## config.mk

```make
export PLATFORM = sky130hd
export DESIGN_NAME = tinynpu_host_seq
export DESIGN_NICKNAME = d
export VERILOG_FILES = /design/src/rtl/tinynpu_pkg.sv /design/src/rtl/tinynpu_lane_cnt.sv /design/src/rtl/tinynpu_host_seq.sv
export SDC_FILE = /design/constraint.sdc
export NUM_CORES = 1
export LEC_CHECK = 0
export BUFFER_PORTS_ARGS = -buffer_cell sky130_fd_sc_hd__clkbuf_2
export CAP_MARGIN = 15
export CORE_MARGIN = 3
export CORE_UTILIZATION = 30
export DETAILED_ROUTE_END_ITERATION = 12
export RECOVER_POWER = 50
export SYNTH_ARGS = -nofsm -noshare
export SYNTH_HDL_FRONTEND = slang
export SYNTH_SLANG_ARGS = --single-unit
```

## constraint.sdc

```tcl
create_clock -name clk -period 2.5 [get_ports clk]
set_input_delay 0.25 -clock clk [delete_from_list [all_inputs] [get_ports clk]]
set_output_delay 0.25 -clock clk [all_outputs]
set_load 0.005 [all_outputs]
```

## src/rtl/tinynpu_pkg.sv

```systemverilog
`default_nettype none
// ============================================================================
// Module  : tinynpu_pkg
// Purpose : Shared types and helpers for the tinynpu host sequencer.
//           - seq_state_t : sequencer state encoding (3-bit)
//           - C_CTRL_*    : state codes of the existing NPU control block
//           - lane_lsb()  : LSB position of a lane inside a packed result bus
// Revision: 1.0 - initial release
// ============================================================================
package tinynpu_pkg;

    typedef enum logic [2:0] {
        SEQ_IDLE = 3'd0,
        SEQ_LDX  = 3'd1,
        SEQ_LDW  = 3'd2,
        SEQ_MAC  = 3'd3,
        SEQ_WAIT = 3'd4,
        SEQ_RESP = 3'd5
    } seq_state_t;

    // State codes used by the NPU control block this sequencer talks to.
    localparam logic [1:0] C_CTRL_LD0 = 2'd0;
    localparam logic [1:0] C_CTRL_MAC = 2'd1;
    localparam logic [1:0] C_CTRL_LD1 = 2'd2;
    localparam logic [1:0] C_CTRL_OUT = 2'd3;

    // Lane i of a packed result bus occupies [i*accw +: accw].
    function automatic int unsigned lane_lsb(input int unsigned lane,
                                             input int unsigned accw);
        return lane * accw;
    endfunction

endpackage
`default_nettype wire

```

## src/rtl/tinynpu_lane_cnt.sv

```systemverilog
`default_nettype none
// ============================================================================
// Module  : tinynpu_lane_cnt
// Purpose : Nested word/lane counter for weight loading. Counts DEPTH words
//           per lane, then advances to the next lane; reports the last word
//           of the last lane as a terminal count.
// Ports   : clk, rst (async, active-low)
//           en   - one weight word transferred this cycle
//           clr  - synchronous clear of word and lane counts
//           lane - currently selected weight lane
//           tc   - current word is the last word of the last lane
// Revision: 1.0 - initial release
// ============================================================================
module tinynpu_lane_cnt #(
    parameter int SIZE  = 4,
    parameter int DEPTH = 4
) (
    input  logic                    clk,
    input  logic                    rst,
    input  logic                    en,
    input  logic                    clr,
    output logic [$clog2(SIZE)-1:0] lane,
    output logic                    tc
);

    localparam int LW = $clog2(SIZE);
    localparam int CW = $clog2(DEPTH) + 1;

    logic [CW-1:0] r_wcnt;
    logic [LW-1:0] r_lane;
    logic          w_last_word;

    assign w_last_word = (r_wcnt == CW'(DEPTH - 1));
    assign tc          = w_last_word && (r_lane == LW'(SIZE - 1));
    assign lane        = r_lane;

    always_ff @(posedge clk or negedge rst) begin
        if (!rst) begin
            r_wcnt <= '0;
            r_lane <= '0;
        end else if (clr) begin
            r_wcnt <= '0;
            r_lane <= '0;
        end else if (en) begin
            if (tc) begin
                // Explicit wrap keeps non-power-of-two SIZE correct.
                r_wcnt <= '0;
                r_lane <= '0;
            end else if (w_last_word) begin
                r_wcnt <= '0;
                r_lane <= r_lane + 1'b1;
            end else begin
                r_wcnt <= r_wcnt + 1'b1;
            end
        end
    end

endmodule
`default_nettype wire

```

## src/rtl/tinynpu_host_seq.sv

```systemverilog
`default_nettype none
// ============================================================================
// Module  : tinynpu_host_seq
// Purpose : Host-side sequencer for the tinynpu control block. Takes one job
//           as a word stream (DEPTH x words, then SIZE*DEPTH w words in
//           lane-major order), issues x loads, lane-selected w loads and a
//           MAC start, waits for the output stream and returns the result.
// Ports   : clk, rst (async, active-low)
//           in_val/in_rdy/in_data          - host job word stream
//           d2c_*                           - load / MAC commands to the NPU
//           c2d_x_fifo_wen, c2d_w_fifo_wen  - load acceptance from the NPU
//           c2d_ostream_req/_data           - NPU result stream
//           res_val/res_rdy/res_data        - result vector to the host
//           busy, err_timeout               - status
// Revision: 1.0 - initial release
// ============================================================================
module tinynpu_host_seq
    import tinynpu_pkg::*;
#(
    parameter int SIZE    = 4,
    parameter int DEPTH   = 4,
    parameter int DW      = 8,
    parameter int ACCW    = 32,
    parameter int TIMEOUT = 255
) (
    input  logic                    clk,
    input  logic                    rst,
    input  logic                    in_val,
    output logic                    in_rdy,
    input  logic [DW-1:0]           in_data,
    output logic                    d2c_x_load_val,
    output logic                    d2c_w_load_val,
    output logic [$clog2(SIZE)-1:0] d2c_w_load_sel,
    output logic [DW-1:0]           d2c_load_data,
    output logic                    d2c_mac_val,
    input  logic                    c2d_x_fifo_wen,
    input  logic [SIZE-1:0]         c2d_w_fifo_wen,
    input  logic                    c2d_ostream_req,
    input  logic [SIZE*ACCW-1:0]    c2d_ostream_data,
    output logic                    res_val,
    input  logic                    res_rdy,
    output logic [SIZE*ACCW-1:0]    res_data,
    output logic                    busy,
    output logic                    err_timeout
);

    localparam int LW = $clog2(SIZE);
    localparam int CW = $clog2(DEPTH) + 1;
    localparam int TW = $clog2(TIMEOUT + 1);

    seq_state_t          r_state;
    seq_state_t          w_state_nxt;
    logic [CW-1:0]       r_xcnt;
    logic [TW-1:0]       r_tcnt;
    logic [SIZE*ACCW-1:0] r_res;
    logic                r_err;

    logic [LW-1:0]       w_lane;
    logic                w_lane_tc;
    logic                w_lane_clr;
    logic                w_x_xfer;
    logic                w_w_xfer;
    logic                w_x_last;
    logic                w_tmo;
    logic                w_rdy;

    // ------------------------------------------------------------------
    // Transfer qualifiers: a word moves only when the host offers it and
    // the targeted NPU FIFO accepts it in the same cycle.
    // ------------------------------------------------------------------
    assign w_x_xfer   = (r_state == SEQ_LDX) && in_val && c2d_x_fifo_wen;
    assign w_w_xfer   = (r_state == SEQ_LDW) && in_val && c2d_w_fifo_wen[w_lane];
    assign w_x_last   = (r_xcnt == CW'(DEPTH - 1));
    // The cycle in which tcnt would step onto TIMEOUT is the last WAIT cycle.
    assign w_tmo      = (r_tcnt == TW'(TIMEOUT - 1));
    assign w_lane_clr = (r_state == SEQ_RESP) && res_rdy;

    tinynpu_lane_cnt #(
        .SIZE  (SIZE),
        .DEPTH (DEPTH)
    ) u_lane_cnt (
        .clk  (clk),
        .rst  (rst),
        .en   (w_w_xfer),
        .clr  (w_lane_clr),
        .lane (w_lane),
        .tc   (w_lane_tc)
    );

    // ------------------------------------------------------------------
    // Next state and command outputs
    // ------------------------------------------------------------------
    always_comb begin
        w_state_nxt    = r_state;
        w_rdy          = 1'b0;
        d2c_x_load_val = 1'b0;
        d2c_w_load_val = 1'b0;
        d2c_load_data  = '0;
        d2c_mac_val    = 1'b0;
        case (r_state)
            SEQ_IDLE: begin
                w_rdy = 1'b1;
                // The first word is only observed here; it is loaded in LDX.
                if (in_val) begin
                    w_state_nxt = SEQ_LDX;
                end
            end
            SEQ_LDX: begin
                d2c_x_load_val = in_val;
                d2c_load_data  = in_data;
                w_rdy          = c2d_x_fifo_wen;
                if (w_x_xfer && w_x_last) begin
                    w_state_nxt = SEQ_LDW;
                end
            end
            SEQ_LDW: begin
                d2c_w_load_val = in_val;
                d2c_load_data  = in_data;
                w_rdy          = c2d_w_fifo_wen[w_lane];
                if (w_w_xfer && w_lane_tc) begin
                    w_state_nxt = SEQ_MAC;
                end
            end
            SEQ_MAC: begin
                d2c_mac_val = 1'b1;
                w_state_nxt = SEQ_WAIT;
            end
            SEQ_WAIT: begin
                // A request in the final timeout cycle still wins.
                if (c2d_ostream_req) begin
                    w_state_nxt = SEQ_RESP;
                end else if (w_tmo) begin
                    w_state_nxt = SEQ_IDLE;
                end
            end
            SEQ_RESP: begin
                if (res_rdy) begin
                    w_state_nxt = SEQ_IDLE;
                end
            end
            default: begin
                w_state_nxt = SEQ_IDLE;
            end
        endcase
    end

    // ------------------------------------------------------------------
    // Registers
    // ------------------------------------------------------------------
    always_ff @(posedge clk or negedge rst) begin
        if (!rst) begin
            r_state <= SEQ_IDLE;
        end else begin
            r_state <= w_state_nxt;
        end
    end

    always_ff @(posedge clk or negedge rst) begin
        if (!rst) begin
            r_xcnt <= '0;
        end else if (w_x_xfer) begin
            r_xcnt <= w_x_last ? '0 : r_xcnt + 1'b1;
        end
    end

    // tcnt restarts from zero whenever WAIT is left, so each job gets the
    // full TIMEOUT window.
    always_ff @(posedge clk or negedge rst) begin
        if (!rst) begin
            r_tcnt <= '0;
        end else if (r_state == SEQ_WAIT) begin
            r_tcnt <= (c2d_ostream_req || w_tmo) ? '0 : r_tcnt + 1'b1;
        end
    end

    // Captured only from WAIT, so a late request during RESP cannot
    // overwrite the vector the host is still reading.
    always_ff @(posedge clk or negedge rst) begin
        if (!rst) begin
            r_res <= '0;
        end else if ((r_state == SEQ_WAIT) && c2d_ostream_req) begin
            r_res <= c2d_ostream_data;
        end
    end

    always_ff @(posedge clk or negedge rst) begin
        if (!rst) begin
            r_err <= 1'b0;
        end else if ((r_state == SEQ_WAIT) && !c2d_ostream_req && w_tmo) begin
            r_err <= 1'b1;
        end
    end

    // ------------------------------------------------------------------
    // Outputs. in_rdy is gated by rst because IDLE drives it high and the
    // port must read 0 for the whole time reset is held.
    // ------------------------------------------------------------------
    assign in_rdy         = rst && w_rdy;
    assign d2c_w_load_sel = w_lane;
    assign res_val        = (r_state == SEQ_RESP);
    assign res_data       = r_res;
    assign busy           = (r_state != SEQ_IDLE);
    assign err_timeout    = r_err;

endmodule
`default_nettype wire

```

==> results of run 1 <==
==> cell usage in the layout, fill, tap and decap left out, types with 2 or more instances in the layout <==
cell	netlist	routed
a31oi_1	3	3
a21o_1	2	2
nand3_1	8	8
clkbuf_2	0	239
dfrtp_1	148	148
buf_12	0	2
nor2b_1	5	5
a21oi_1	4	4
clkinv_4	0	2
o211ai_1	2	2
mux2_2	130	130
inv_1	3	3
o21ai_0	10	10
inv_8	0	2
nor2_1	7	7
nand2b_1	3	3
a31o_2	2	2
and3_1	4	4
ha_1	5	5
nand2_1	19	19
clkbuf_16	0	17
nor3b_1	3	3
or3_1	2	2
bufinv_16	0	6
and2_1	10	9
clkbuf_1	3	51
inv_6	0	2
==> area by class of cell <==
type                    instances  area share, %
flip-flops and latches        148           44.8
clock inverters                14           3.03
multi-input cells             233           25.6
clock buffers                  17           5.15
well taps                     260           3.94
repair buffers                293           17.4
inverters                       3          0.136
==> per-stage QoR <==
stage,worst slack (ns),cells
6_report,0.299,968
5_1_grt,0.168,968
4_1_cts,0.320,968
3_5_place_dp,0.354,937
3_3_place_gp,0.433,937
2_1_floorplan,0.811,403
==> worst max-delay path, stage by stage, from the launching register on <==
cell and delay (ns):
dfrtp_1 0.59, nor3b_1 0.47, and2_4 0.26, buf_12 0.30, mux2_2 0.39
==> report_power, final <==
| group | switching, W | leakage, nW | internal, W |
|---|---|---|---|
| sequential | 0.000637 | 1.98 | 0.00356 |
| clock | 0.00104 | 0.328 | 0.00189 |
| combinational | 0.00116 | 2.03 | 0.00163 |
==> synth_stat cells <==
master | number | area share, %
dfrtp_1 | 148 | 62
mux2_2 | 130 | 25
nand2_1 | 19 | 1.2
buf_4 | 12 | 1.5
and2_1 | 10 | 1.1
o21ai_0 | 10 | 0.84
nand3_1 | 8 | 0.67
nor2_1 | 7 | 0.44
ha_1 | 5 | 1.1
nor2b_1 | 5 | 0.53
a21oi_1 | 4 | 0.34
and3_1 | 4 | 0.42
a31oi_1 | 3 | 0.32
buf_2 | 3 | 0.25
clkbuf_1 | 3 | 0.19
inv_1 | 3 | 0.19
nand2b_1 | 3 | 0.32
nor3b_1 | 3 | 0.38
a21o_1 | 2 | 0.25
a31o_2 | 2 | 0.29
o211ai_1 | 2 | 0.25
or3_1 | 2 | 0.21
a211o_1 | 1 | 0.15
a221oi_1 | 1 | 0.15
and4_1 | 1 | 0.15
and4b_1 | 1 | 0.17
and4bb_2 | 1 | 0.21
buf_6 | 1 | 0.19
mux4_2 | 1 | 0.38
nand4b_1 | 1 | 0.15
nor3_1 | 1 | 0.084
nor4_2 | 1 | 0.21
o31ai_1 | 1 | 0.13
or2_2 | 1 | 0.11
or3b_1 | 1 | 0.15
xnor2_1 | 1 | 0.15
xor2_1 | 1 | 0.15
==> sequential cells by signal, indices dropped and copies added, names as in the netlist <==
register           count
u_lane_cnt.r_wcnt      3
r_xcnt                 3
u_lane_cnt.lane        2
err_timeout            1
r_tcnt                 8
r_state                3
res_data             128
==> logic make-up after synthesis <==
family                     Yosys count
and+or+nand+nor                     69
DFF                                148
buffers and inverters               22
xor gates and xnor gates             2
adders and majority gates            5
AOI/OAI and AO/OA                   26
muxes                              131
==> worst max path at each step <==
stage / to / cells after the start / slack [ns]
finish: res_data[38] / 4 / 0.30
global route: res_data[38] / 4 / 0.17
CTS: in_rdy / 4 / 0.32
detailed placement: res_data[108] / 4 / 0.35
global placement: res_data[71] / 4 / 0.43
floorplan: res_data[41] / 5 / 0.81
==> metal layers <==
| metal | wire, microns | part of all wire [%] | vias up | GRT usage (%) |
|---|---|---|---|---|
| li1 | - | - | 2028 | - |
| met1 | 5880 | 40 | 2046 | 15.2 |
| met2 | 7430 | 51 | 164 | 23.0 |
| met3 | 1030 | 7.1 | 14 | 4.19 |
| met4 | 190 | 1.3 | 0 | 4.66 |
| met5 | 0 | 0 | - | 0 |
==> results.md, run 1 <==
* Status: finished with violations
* Failing checks: capacitance limit, slew limit
* Number of max-cap violations at 1
* Worst setup path category: reg2reg
* Final count of negative-setup-slack endpoints at 0
* Worst R2R Start: r_state[2]
* Synth Register Bits at 148
* Worst hold path class: in2reg
* Netlist cell types at 37
* WL per Instance at 15.0 microns
* CTS sink cnt at 148
* WHS Path Cells at 2
* Clock Latency Late Sink at 0.41 ns
* H-tree levels at 4
* Ant diodes at 0
* Crit path launch: r_state[2]
* # fillers at 1817
* Setup_tns at 0 ns
* Synthesized cell area at 0.00595 sq mm
* Remaining routing DRC violations at 0
* Worst-case reg-to-reg path depth at 4
* Vias in the first global route at 4177
* Complex-gate fraction of the synthesized area at 2.71%
* Largest net degree at the start of global routing at 149
* Final instance area at 0.00826 sq mm
* Chip height at 147 microns
* Worst slew pin tran at 2.01 ns
* Post-Synth XOR/XNOR Area at 0.294%
* CTS clk-pin slew, worst paths at 0.06 ns
* Post-DP Area at 0.00767 sq mm
* RSZ-0062 raised after global routing: false
* Worst hold margin at 0.0688 ns
* Final Hold Viols at 0
* Post-CTS sizing at 0
* Initial Utilization at 31.2%
* Req. time, crit path at 2.79 ns
* Post-Route Utilization at 43.3%
* Clock buffer depth at 2
* Die ar. at 0.0216 sq mm
* Maximum vdd drop at 0.000408 V
* Leak at 4.34 nW
* Reg2Reg Capture Point: res_data[38]
* Vias at 4252
* Worst setup EP type: flip-flop
* Largest family of logic cells by synthesized area: multiplexers
* Reg area at 0.00370 sq mm
* First-pass GRT wire length at 22600 microns
* Nets at 847
* Avg Cell Area, Syn at 14.8 sq um
* Synth Instances at 403
* GPL Wtd Cong at 0.737
* Crit path max fanout at 67
* CTS hold repair buffers at 0
* Initial antenna violation count at 0
* Placement Rows at 50
* PwrDens at 1200 mW/mm^2
* Detail Placement HPWL at 10500 microns
* Post-synthesis sequential area ratio at 62.2%
* Slew HR at -34.3%
* Syn nets at 554
* Reg2reg setup slack at 0.30 ns
* Ys Warns at 0
* Slew Viols, Final at 149
* TritonRoute pass-1 iters at 4
* Area occupied by multi-input gates at 0.00211 sq mm
* Congestion Overflow GR at 0
* CTS tree: built
* Post-synthesis mux area share at 25.0%
* Number of buffers inserted by port buffering at 290
* Period utilization at 88.1%
* CP arrival at 2.49 ns
* Worst hold endpoint: res_data[22]
* CP Launch Type: flip-flop
* Post-route minimum period at 2.20 ns
* First-iteration detailed-routing DRC count at 141
* Overall Global Routing Usage at 13.1%
* Fmax achieved at 454 MHz
* Final wirelength at 14500 microns
* CTS Buf Count at 17
* Core area at 0.0191 sq mm
* Layout cell share with drive strength beyond 1 at 57.9%
* Vias/cell at 4.39
* Die width at 147 microns
* Post-CTS Setup Repair Bufs at 0
* Routed Antenna Nets at 0
* Adder-cell area share of the yosys netlist at 1.05%
* CTS Root Cell: clkbuf_16
* Worst Hold Launch: c2d_ostream_data[22]
* Clk_skew at 0.00483 ns
* Io pins at 291
* Total power at 0.00992 W
* Area delta synth->final at 38.8%
* Synth Area in Simple Gates at 6.43%
Power figures use the tool's default switching activity.
==> run 2, diff against run 1 <==
--- a/config.mk
+++ b/config.mk
@@ -7,7 +7,6 @@
 export LEC_CHECK = 0
 export BUFFER_PORTS_ARGS = -buffer_cell sky130_fd_sc_hd__clkbuf_2
 export CAP_MARGIN = 15
-export CORE_MARGIN = 3
 export CORE_UTILIZATION = 30
 export DETAILED_ROUTE_END_ITERATION = 12
 export RECOVER_POWER = 50
==> constraint.sdc (replaced) <==
create_clock -name clk -period 2.75 [get_ports clk]
set_input_delay 0.275 -clock clk [delete_from_list [all_inputs] [get_ports clk]]
set_output_delay 0.275 -clock clk [all_outputs]
set_load 0.005 [all_outputs]
==> results.md, run 2 (synthesized netlist as in run 1, its figures left out) <==
* Die ar. at 0.0204 sq mm (was 0.0216 sq mm)
* Period utilization at 78.9%
* Worst setup path category: reg2out (was reg2reg)
* Worst hold path class: in2reg (unchanged)
* Remaining routing DRC violations at 0 (unchanged)
* Combinational power share at 27.8% (was 28.2%)
* Detail Placement HPWL at 9680 microns (was 10500 microns)
* Worst setup EP type: output port (was flip-flop)
* Worst slew pin tran at 0.623 ns (was 2.01 ns)
* Number of max-cap violations at 0 (was 1)
* Most common cell after layout, fill and taps aside: clkbuf_2 (unchanged)
* Routed Antenna Nets at 0 (unchanged)
* CTS clk-pin slew, worst paths at 0.07 ns (was 0.06 ns)
* PwrDens at 1060 mW/mm^2 (was 1200 mW/mm^2)
* Final count of negative-setup-slack endpoints at 0 (unchanged)
* Top delay family on crit path: multiplexers (was simple AND/OR/NAND/NOR gates)
* Post-DP Area at 0.00768 sq mm (was 0.00767 sq mm)
* Clk network pwr share at 28.4% (was 29.5%)
* Placement Rows at 51 (was 50)
* CP max stage cell: mux4_2 (was dfrtp_1)
* WL per Instance at 14.0 microns (was 15.0 microns)
* Switching Share at 29.3% (was 28.6%)
* CP Launch Type: flip-flop (unchanged)
* Fmax achieved at 461 MHz
* Vias at 4276 (was 4252)
* Req. time, crit path at 2.48 ns (was 2.79 ns)
* TritonRoute pass-1 iters at 4 (unchanged)
* Initial antenna violation count at 0 (unchanged)
* Internal at 0.00616 W (was 0.00708 W)
* Post-CTS sizing at 0 (unchanged)
* Vias/cell at 4.39 (about the same)
* Nets at 848 (was 847)
* Congestion Overflow GR at 0 (unchanged)
* Vias in the first global route at 4136 (was 4177)
* CTS Root Cell: clkbuf_16 (unchanged)
* Ant diodes at 0 (unchanged)
* Layout cell share with drive strength beyond 1 at 51.2% (was 57.9%)
* # fillers at 1893 (was 1817)
* Die width at 143 microns (was 147 microns)
* Critical path, cell by cell: mux4_2 -> nand2b_1 -> and4b_1 -> clkbuf_2 (was nor3b_1 -> and2_4 -> buf_12 -> mux2_2)
* CP arrival at 1.89 ns (was 2.49 ns)
* Clock buffer depth at 2 (unchanged)
* Max FFs per register at 128 (unchanged)
* Clock Latency Late Sink at 0.41 ns (about the same)
* First-iteration detailed-routing DRC count at 131 (was 141)
* Area delta synth->final at 37.5% (was 38.8%)
* Slew Viols, Final at 0 (was 149)
* Largest net degree at the start of global routing at 113 (was 149)
* Status: complete, no violations (was finished with violations)
* Register share of total power at 43.8% (was 42.3%)
* Final instance area at 0.00819 sq mm (was 0.00826 sq mm)
* First-pass GRT wire length at 20900 microns (was 22600 microns)
* Post-Route Utilization at 42.1% (was 43.3%)
* Overall Global Routing Usage at 13.3% (was 13.1%)
* GPL Wtd Cong at 0.744 (was 0.737)
* Final Hold Viols at 0 (unchanged)
* Chip height at 143 microns (was 147 microns)
* Leading cell types in the layout, fill and taps excluded: 191 x clkbuf_2, 148 x dfrtp_1, 130 x mux2_2 (was 239 x clkbuf_2, 148 x dfrtp_1, 130 x mux2_2)
* Total power at 0.00871 W (was 0.00992 W)
* Clk_skew at 0.00769 ns (was 0.00483 ns)
* CTS Buf Count at 17 (unchanged)
* Worst path max stage delay at 0.59 ns (about the same)
* Setup_tns at 0 ns (unchanged)
* Worst hold margin at 0.0889 ns (was 0.0688 ns)
* Io pins at 291 (unchanged)
* Number of buffers inserted by port buffering at 290 (unchanged)
* Reg2reg setup slack at 0.62 ns (was 0.30 ns)
* CTS sink cnt at 148 (unchanged)
* Core area at 0.0195 sq mm (was 0.0191 sq mm)
* Post-route minimum period at 2.17 ns
* Maximum vdd drop at 0.000419 V (was 0.000408 V)
* Final wirelength at 13600 microns (was 14500 microns)
* Slew HR at 58.5% (was -34.3%)
* Crit path max fanout at 5 (was 67)
* RSZ-0062 raised after global routing: false (unchanged)
* H-tree levels at 4 (unchanged)
* Initial Utilization at 30.6% (was 31.2%)
* Leak at 4.16 nW (was 4.34 nW)
* Switching power at 0.00255 W (was 0.00284 W)
* CTS tree: built (unchanged)
* WP buf/inv at 1 (unchanged)
run 2: what timing repair did:
item | in CTS | in global routing
endpoints found under the hold margin | 36 | 0
setup buffers | 0 | 0
hold buffers | 1 | 0
run 2: metrics by stage:
step	setup slack, ns	cells
detailed placement	0.643	942
floorplan	1.06	403
finish	0.581	974
global route	0.445	974
CTS	0.550	974
global placement	0.688	942
run 2: final cells by class:
cell class | count | area [sq um] | area share, %
multi-input cells | 233 | 2110 | 25.8
inverters | 3 | 11.3 | 0.138
clock buffers | 17 | 425 | 5.20
clock inverters | 14 | 198 | 2.41
repair buffers | 294 | 1410 | 17.2
flip-flops and latches | 148 | 3700 | 45.2
well taps | 265 | 332 | 4.05
run 2: path summary, 6_finish.rpt:
check                                           start                   end  depth (start not counted)
worst max-delay path               u_lane_cnt.lane[0]                in_rdy                          4
worst min-delay path            c2d_ostream_data[101]         res_data[101]                          2
min in group asynchronous                         rst          res_data[49]                          2
worst min register to register   u_lane_cnt.r_wcnt[0]  u_lane_cnt.r_wcnt[0]                          1
max in group asynchronous                         rst          res_data[43]                          3
worst max register to register             r_state[2]          res_data[82]                          4
run 2: per-layer routing:
layer	wire, microns	vias up	global-route usage [%]	part of all wire (%)
met1	5720	2079	15.7	42
li1	-	2020	-	-
met5	0	-	0	0
met4	141	0	4.75	1.0
met2	6800	167	22.7	50
met3	966	10	4.33	7.1
run 2: power groups by stage:
stage	combinational, W	sequential, W	clock, W
after floorplan	0.00115	0.00389	0
after global placement	0.00260	0.00384	0
after detailed placement	0.00264	0.00387	0
after CTS	0.00265	0.00384	0.00256
after global routing	0.00271	0.00399	0.00265
final	0.00242	0.00381	0.00248
==> run 3, diff against run 2 <==
==> constraint.sdc (replaced) <==
create_clock -name clk -period 1.94 [get_ports clk]
set_input_delay 0.194 -clock clk [delete_from_list [all_inputs] [get_ports clk]]
set_output_delay 0.194 -clock clk [all_outputs]
set_load 0.005 [all_outputs]
==> results.md, run 3 (synthesized netlist as in run 1, its figures left out) <==
* Status: finished with violations (was complete, no violations)
* Failing checks: setup timing
* Final wirelength at 14200 microns (was 13600 microns)
* Vias at 4496 (was 4276)
* Post-route minimum period at 1.95 ns
* WL per Instance at 13.8 microns (was 14.0 microns)
* CP Launch Type: flip-flop (unchanged)
* Io pins at 291 (unchanged)
* Overall Global Routing Usage at 13.5% (was 13.3%)
* Chip height at 143 microns (unchanged)
* Critical path depth at 4 (unchanged)
* Reg2reg setup slack at 0.12 ns (was 0.62 ns)
* Critical path, cell by cell: mux4_2 -> nand2b_4 -> and4b_1 -> clkbuf_2 (was mux4_2 -> nand2b_1 -> and4b_1 -> clkbuf_2)
* Placement Rows at 51 (unchanged)
* Worst path max stage delay at 0.54 ns (was 0.59 ns)
* Nets at 903 (was 848)
* Worst-case reg-to-reg path depth at 5 (was 4)
* Die width at 143 microns (unchanged)
* Clock buffer depth at 2 (unchanged)
* Finished Layout Cells at 1029 (was 974)
* CP max stage cell: mux4_2 (unchanged)
* Worst R2R Start: r_tcnt[1] (was r_state[2])
* CTS tree: built (unchanged)
* Worst hold path class: in2reg (unchanged)
* Vias in the first global route at 4277 (was 4136)
* Die ar. at 0.0204 sq mm (unchanged)
* Setup ws final at -0.00737 ns (was 0.581 ns)
* CTS clk-pin slew, worst paths at 0.06 ns (was 0.07 ns)
* Worst slack, placed at 0.130 ns (was 0.643 ns)
* Slew Viols, Final at 0 (unchanged)
* Ant diodes at 0 (unchanged)
* Maximum vdd drop at 0.000555 V (was 0.000419 V)
* H-tree levels at 4 (unchanged)
* Fmax achieved at 514 MHz
* Most common cell after layout, fill and taps aside: clkbuf_2 (unchanged)
* Initial Utilization at 30.6% (unchanged)
* Number of buffers inserted by port buffering at 290 (unchanged)
* Core area at 0.0195 sq mm (unchanged)
* Area delta synth->final at 47.1% (was 37.5%)
* Clock Latency Late Sink at 0.40 ns (was 0.41 ns)
* CP arrival at 1.75 ns (was 1.89 ns)
* Worst slew pin tran at 1.35 ns (was 0.623 ns)
* Congestion Overflow GR at 0 (unchanged)
* CTS Root Cell: clkbuf_16 (unchanged)
* Vias/cell at 4.37 (was 4.39)
* Clk_skew at 0.0109 ns (was 0.00769 ns)
* Slew HR at 9.92% (was 58.5%)
* First-pass GRT wire length at 21300 microns (was 20900 microns)
* TritonRoute pass-1 iters at 4 (unchanged)
* Total power at 0.0126 W (was 0.00871 W)
* Worst setup path category: reg2out (unchanged)
* Critical Path Sink: in_rdy (unchanged)
* Reg2Reg Capture Point: r_tcnt[3] (was res_data[82])
* Crit path launch: u_lane_cnt.lane[0] (unchanged)
* Layout cell share with drive strength beyond 1 at 56.9% (was 51.2%)
* Period utilization at 100%
* Largest net degree at the start of global routing at 104 (was 113)
* Remaining routing DRC violations at 0 (unchanged)
* RSZ-0062 raised after global routing: true (was false)
* Routed Antenna Nets at 0 (unchanged)
* PwrDens at 1430 mW/mm^2 (was 1060 mW/mm^2)
* Req. time, crit path at 1.75 ns (was 2.48 ns)
* Final Hold Viols at 0 (unchanged)
* Leak at 4.58 nW (was 4.16 nW)
* First-iteration detailed-routing DRC count at 142 (was 131)
* CTS sink cnt at 148 (unchanged)
* Leading cell types in the layout, fill and taps excluded: 247 x clkbuf_2, 148 x dfrtp_1, 130 x mux2_2 (was 191 x clkbuf_2, 148 x dfrtp_1, 130 x mux2_2)
* GPL Wtd Cong at 0.765 (was 0.744)
* Top delay family on crit path: multiplexers (unchanged)
* Number of max-cap violations at 0 (unchanged)
* WP buf/inv at 1 (unchanged)
* Detail Placement HPWL at 10100 microns (was 9680 microns)
* Final count of negative-setup-slack endpoints at 1 (was 0)
* Initial antenna violation count at 1 (was 0)
* Post-Route Utilization at 45.0% (was 42.1%)
* Crit path max fanout at 2 (was 5)
* Max FFs per register at 128 (unchanged)
* Setup_tns at -0.00737 ns (was 0 ns)
* CTS Buf Count at 17 (unchanged)
* Worst setup EP type: output port (unchanged)
* Post-Place Cells at 955 (was 942)
==> run 3: worst min-delay path by stage <==
| stage | endpoint | cells after the start | startpoint | slack (ns) |
|---|---|---|---|---|
| 2_1_floorplan | err_timeout | 0 | rst | -0.10 |
| 3_5_place_dp | res_data[29] | 2 | rst | 0.33 |
| 4_1_cts | res_data[1] | 2 | c2d_ostream_data[1] | 0.00001 |
| 6_report | res_data[93] | 2 | c2d_ostream_data[93] | 0.02 |
| 3_3_place_gp | res_data[29] | 2 | rst | 0.34 |
| 5_1_grt | res_data[32] | 2 | c2d_ostream_data[32] | 0.00004 |
==> run 3: power by group <==
group	internal [W]	switching (W)
Clock	0.00204	0.00135
Combinational	0.00225	0.00153
Sequential	0.00459	0.000802
==> run 3: what timing repair did <==
| action | 4_1_cts | 5_1_grt |
|---|---|---|
| buffers inserted | 1 | 1 |
| hold endpoints to repair | 185 | 3 |
| pin swaps | 1 | 1 |
| hold buffers | 38 | 3 |
| cloned | 0 | 0 |
| setup endpoints to repair | 9 | 10 |
| resized for setup | 1 | 3 |
==> run 3: layout make-up <==
cell class	count	area, sq um
multi-input combinational	233	2140
timing repair buffer	349	1970
tap	265	332
sequential	148	3700
fill	1800	10700
inverter	3	11.3
clock buffer	18	429
clock inverter	13	174
==> run 3: metal layers <==
layer  GRT usage (%)  part of all wire, %  up-vias
met3            4.43                  6.8       18
met1            15.6                   41     2173
met4            4.75                  1.9        2
met5               0                0.092        -
li1                -                    -     2129
met2            23.5                   50      174
==> run 3: metrics by stage <==
step | hold WS, ns | area, sq um
6_report | 0.0198 | 8760
5_1_grt | 0.0000426 | 8760
4_1_cts | 0.0000111 | 8770
3_5_place_dp | 0.331 | 7770
3_3_place_gp | 0.340 | 7770
2_1_floorplan | -0.102 | 5950
